### src/rtl/reg_file.sv
// 32 x 32-bit register file: two combinational read ports, one clocked write port,
// asynchronous active-low clear, and debug taps on registers 0..6.
module reg_file #(
    parameter int DATA_WIDTH = 32,
    parameter int ADDR_WIDTH = 5
) (
    input  logic                  CLK,
    input  logic                  RESET,
    input  logic [DATA_WIDTH-1:0] WRITE_DATA,
    input  logic [ADDR_WIDTH-1:0] WRITE_ADDR,
    input  logic                  WRITE_EN,
    input  logic [ADDR_WIDTH-1:0] ADDR_1,
    input  logic [ADDR_WIDTH-1:0] ADDR_2,
    output logic [DATA_WIDTH-1:0] DATA_1,
    output logic [DATA_WIDTH-1:0] DATA_2,
    output logic [DATA_WIDTH-1:0] REG0,
    output logic [DATA_WIDTH-1:0] REG1,
    output logic [DATA_WIDTH-1:0] REG2,
    output logic [DATA_WIDTH-1:0] REG3,
    output logic [DATA_WIDTH-1:0] REG4,
    output logic [DATA_WIDTH-1:0] REG5,
    output logic [DATA_WIDTH-1:0] REG6
);

    localparam int DEPTH = 2 ** ADDR_WIDTH;

    logic [DATA_WIDTH-1:0] regs_q [DEPTH];
    logic [DATA_WIDTH-1:0] regs_d [DEPTH];

    // NOTE: start from the current contents so every path assigns regs_d and no latch is inferred.
    always_comb begin
        regs_d = regs_q;
        if (WRITE_EN) begin
            regs_d[WRITE_ADDR] = WRITE_DATA;
        end
    end

    // NOTE: the whole array is reset because software expects every register to read 0 after reset.
    always_ff @(posedge CLK or negedge RESET) begin
        if (!RESET) begin
            regs_q <= '{default: '0};
        end else begin
            regs_q <= regs_d;
        end
    end

    // No write-through: a same-cycle write becomes visible only after the edge.
    assign DATA_1 = regs_q[ADDR_1];
    assign DATA_2 = regs_q[ADDR_2];

    assign REG0 = regs_q[0];
    assign REG1 = regs_q[1];
    assign REG2 = regs_q[2];
    assign REG3 = regs_q[3];
    assign REG4 = regs_q[4];
    assign REG5 = regs_q[5];
    assign REG6 = regs_q[6];

endmodule

### config.mk
export PLATFORM = sky130hd
export DESIGN_NAME = reg_file
export DESIGN_NICKNAME = d
export VERILOG_FILES = /design/src/rtl/reg_file.sv
export SDC_FILE = /design/constraint.sdc
export NUM_CORES = 2
export LEC_CHECK = 0
export BUFFER_PORTS_ARGS = -buffer_cell sky130_fd_sc_hd__buf_2
export CORE_MARGIN = 4
export CORE_UTILIZATION = 59
export CTS_CLUSTER_DIAMETER = 150
export DETAILED_ROUTE_END_ITERATION = 10
export GPL_TIMING_DRIVEN = 0
export PLACE_DENSITY_LB_ADDON = 0.15
export SYNTH_ARGS = -nofsm -noshare
export SYNTH_HDL_FRONTEND = slang
export SYNTH_SLANG_ARGS = --single-unit
### constraint.sdc
create_clock -name CLK -period 1.65 [get_ports CLK]
set_input_delay 0.165 -clock CLK [delete_from_list [all_inputs] [get_ports CLK]]
set_output_delay 0.165 -clock CLK [all_outputs]
set_load 0.02 [all_outputs]
# After elaboration in Yosys (flattened, before gate mapping)
# Index checks and enable logic that the tools add are counted.
op_classes:
  magnitude_cmp: 4
  mux: 9
  n_bitwise: 3
  n_reduce_logical: 1
ops:
  columns: ["operator", "n"]
  rows:
  - ["bitwise mux 1024 bit", 1]
  - ["binary-select mux 32 bit (select 5 bit)", 2]
  - ["demux 32 bit (select 5 bit)", 1]
  - ["two-way mux 32 bit", 5]
  - [">= comparator 6 bit (second input constant)", 3]
  - ["NOT 5 -> 6 bit", 3]
  - ["< comparator 6 x 1 -> 1 bit (second input constant)", 1]
  - ["logical AND 1 bit", 1]
word_totals:
  reg_bits: 1024
  in_bits: 50
  out_inout_bits: 288
  wordCells: 49

# Logic depth before layout (Yosys ltp)
depth:
  word_depth: 6
  mapped_depth: 8
  depth_no_buf: 5

# Worst setup path before layout
# No wires, ideal clock.
synth_timing:
  path_kind: "in2out"
  from: "input port ADDR_2[1]"
  to: "output port DATA_2[16]"
  arrival_ns: 1.481
  required_time_ns: 1.485
  path_slack_ns: 0.004
  path_stages: 8
  cell_sequence: "buf_2 buf_4 buf_2 buf_2 mux2i_1 nand2_1 a31oi_1 nand3_1"
synth_via:
  elab_chain_len: 4
synth_lines:
  columns: ["item", "line", "source"]
  rows:
  - ["start, declared", "13", "input logic [ADDR_WIDTH-1:0] ADDR_2,"]
  - ["NOT 5 -> 6 bit (not written as such)", "49", "assign DATA_2 = regs_q[ADDR_2];"]
  - ["binary-select mux 32 bit (select 5 bit)", "49", null]
  - ["two-way mux 32 bit (not written as such) (2 in a row)", "49", null]
  - ["end, declared", "15", "output logic [DATA_WIDTH-1:0] DATA_2,"]
# No other way between the ends. The select of a mux whose other input is x is not followed.

# Worst setup path after layout
layout_timing:
  from: "register regs_q, in the netlist REG5[1]"
  to: "output port DATA_1[1]"
layout_via:
  elab_chain_len: 3
layout_lines:
  columns: ["item", "line", "source"]
  rows:
  - ["start, declared", "27", "logic [DATA_WIDTH-1:0] regs_q [DEPTH];"]
  - ["start signal, assigned", "43", "regs_q <= regs_d;"]
  - ["binary-select mux 32 bit (select 5 bit)", "48", "assign DATA_1 = regs_q[ADDR_1];"]
  - ["two-way mux 32 bit (not written as such) (2 in a row)", "48", null]
  - ["end, declared", "14", "output logic [DATA_WIDTH-1:0] DATA_1,"]
# No other way between the ends. The select of a mux whose other input is x is not followed.

==> results by group <==
STA
  • Crit path time final: 2.54 ns
  • Unrepaired setup endpoints after global routing: true
  • Slew @ Worst Pin: 1.29 ns
  • Max-slew headroom: 13.8%
  • PnR worst setup slack: -0.887 ns
  • # setup viols final: 193
  • Clock skew: 0 ns
  • Period Utilization, post-route: 154%
  • Fmax: 394 MHz
  • Final hold vios: 227
  • Worst hold margin: -0.601 ns
  • Final Max Slew Viols: 0

Global route
  • Number of global-route vias before repair: 45600
  • Wire length of the first global-routing pass: 327000 um
  • GRT busiest layer: met2
  • Pin count of the biggest net entering global routing: 160
  • Met2 GRT Util: 64.2%
  • GR Util met1: 55.7%
  • Grt ovf: 0
  • Gr usage total: 44.3%
  • M3 GR Usage: 16.5%
  • Initial antenna violation count: 18

Worst setup path
  • Crit-path cells: mux2i_1 > a22o_1 > nor3_4 > a31oi_2 > nand3_2 > buf_6
  • Peak fanout along the critical path: 4
  • CP Launch Type: flip-flop
  • Endpoint class of the critical path: output pin
  • CP peak stage delay: 0.45 ns
  • Critical path type: reg -> out
  • Critical path data required time: 1.48 ns
  • Crit path DAT: 2.37 ns
  • CP max-delay cell: nor3_4

Finish
  • Commonest non-fill, non-tap cell in the layout: mux2i_1
  • Layout cell share with drive strength beyond 1: 43.4%
  • Layout Utilization: 72.0%
  • Finished Cell Area: 0.0698 sq mm
  • Fillers: 6915
  • Area delta synth->final: 20.6%
  • Net count, final: 5490
  • Most frequent cells in the layout: mux2i_1, dfrtp_1, mux2_2, buf_6, buf_4

Pwr
  • Worst IR drop on VDD: 0.000969 V
  • Sw Pwr: 27.3 mW
  • Pwr Density: 1210 mW/mm^2
  • Seq pwr share: 40.9%
  • Total power: 84.4 mW
  • Pint: 57.1 mW
  • Clock share of power: 30.9%
  • Sw Share: 32.4%
  • Logic pwr share: 28.2%
  • Lkg Pwr: 33.8 nW

Yosys
  • Post-synthesis sequential area ratio: 44.2%
  • Syn_nets: 4879
  • Primary FF master, synth: dfrtp_1
  • Number of synthesized flops with an enable pin: 0
  • Synth top area share: 44.2%
  • Synthesized instance count: 4829
  • Post-synthesis cell type count: 28
  • Post-synth top area cell: dfrtp_1
  • Yosys reg bits: 1024
  • Async SR Flop Fraction: 100%
  • Mapped Area: 0.0579 sq mm
  • Synth Warn #: 0
  • Mapped Avg Cell Area: 12.0 sq um
  • Area contributors post-synth: dfrtp_1, mux2_2, mux2i_1

Routing
  • Drt total wl: 237000 um
  • Drt initial violations: 5971
  • DRC Markers: 0
  • ANT nets after route: 0
  • TritonRoute pass-1 iters: 5
  • Post-DR vias/cell: 6.84
  • Via count: 46600
  • DR WL/cell: 34.8 um

Floorplan
  • Die Y-Extent: 321 um
  • Die ar.: 0.103 sq mm
  • FP Rows: 114
  • Initial Util: 59.7%
  • Core Box Area: 0.0970 sq mm
  • Die width: 321 um
  • I/O pin count: 338

Outcome
  • Outcome: finished, violations left
  • Failing checks: hold timing, setup timing

Place
  • Post-placement setup slack: -1.95 ns
  • Dpl hpwl: 170000 um
  • Routability cong.: 1.02
  • Port bufs: 335
  • Placed cell area: 0.0614 sq mm

Job
  • Max cap viols: 0

Clock tree
  • CTS Sinks: 1024
  • Clock root cell: clkbuf_16
  • Clock buffer depth: 3
  • CTS tree: done
  • Inserted Clock Buffers: 112
  • Worst skew pair latency: 0.71 ns
  • Htree depth: 3
  • CTS clk-pin slew, worst paths: 0.06 ns
  • Hold-fix buffers, CTS: 33

Worst hold path
  • HP Class: in -> async
-- kinds of logic after synthesis --
| family | after synthesis | share of synthesized area, % |
|---|---|---|
| AO/OA/AOI/OAI | 576 | 6.77 |
| buffers and inverters | 668 | 7.14 |
| flip-flops | 1024 | 44.2 |
| multiplexers | 2048 | 37.6 |
| AND/OR/NAND/NOR | 513 | 4.25 |
-- registers in the layout, indices dropped and copies added, names as in the netlist --
name	flops
REG4	32
REG5	32
REG0	32
REG3	32
REG2	32
REG1	32
REG6	32
regs_q	800
-- repair_timing --
item                       4_1_cts  5_1_grt
resized for setup              620      416
hold endpoints to repair       211       92
buffers inserted               114       99
pin swaps                      115      103
setup endpoints to repair      194      330
-- synth_stat cells, drive strengths merged, types with 2 or more instances --
| library cell | count |
|---|---|
| dfrtp | 1024 |
| mux2 | 1024 |
| mux2i | 1024 |
| buf | 478 |
| nand2 | 211 |
| nand3 | 194 |
| a21oi | 192 |
| a22oi | 192 |
| clkbuf | 190 |
| a22o | 128 |
| nor3 | 65 |
| a31oi | 64 |
| nor2 | 19 |
| nand2b | 4 |
| nand3b | 4 |
| nor2b | 4 |
| nor3b | 4 |
| or2 | 3 |
| and2 | 2 |
-- metrics by stage --
stage,TNS [ns],hold WS [ns],instances
CTS,-53.38,-0.582,6795
global route,-52.90,-0.538,6807
global placement,-,0.489,6440
finish,-54.01,-0.601,6813
detailed placement,-572.34,0.148,6447
floorplan,0,-0.131,4829
-- power by group through the flow --
stage	clock, mW	combinational (mW)	sequential (mW)
after floorplan	0	14.0	33.2
after global placement	0	19.2	34.4
after detailed placement	0	19.6	34.7
after CTS	25.9	21.9	34.1
after global routing	27.0	25.0	34.9
final	26.1	23.8	34.5
-- worst max-delay path, delay by kind of cell (launching register included) --
kind | cells | cell delay (ns)
AND/OR/NAND/NOR | 2 | 0.59
multiplexers | 1 | 0.11
buffers and inverters | 1 | 0.14
flip-flops | 1 | 0.42
AO/OA/AOI/OAI | 2 | 0.39
-- area by class of cell --
cell class	instances	area [sq um]	share of cell area, %
multi-input cells	3137	29500	42.2
flip-flops and latches	1024	25700	36.8
repair buffers	568	5160	7.38
plain buffers	597	4190	6.00
clock buffers	166	3350	4.80
well taps	1276	1600	2.29
clock inverters	38	409	0.586
diodes	7	17.5	0.0251
-- worst paths after layout --
path / slack (ns) / start / to / cells after the start
max: -0.89 / REG5[1] / DATA_1[1] / 6
min: -0.60 / RESET / REG5[9] / 1
max reg2reg: 0.49 / REG3[20] / REG3[20] / 4
min reg2reg: 0.51 / regs_q[609] / regs_q[609] / 1
max in group asynchronous: 0.52 / RESET / regs_q[28] / 3
min in group CLK: 0.23 / WRITE_ADDR[1] / regs_q[127] / 4
-- routing by layer --
| metal | share of wire [%] | routed length (um) |
|---|---|---|
| met4 | 7.8 | 18600 |
| met1 | 37 | 87700 |
| met5 | 0.16 | 369 |
| met2 | 42 | 99900 |
| met3 | 13 | 30500 |
No activity file was read; power rests on OpenSTA's default activity.
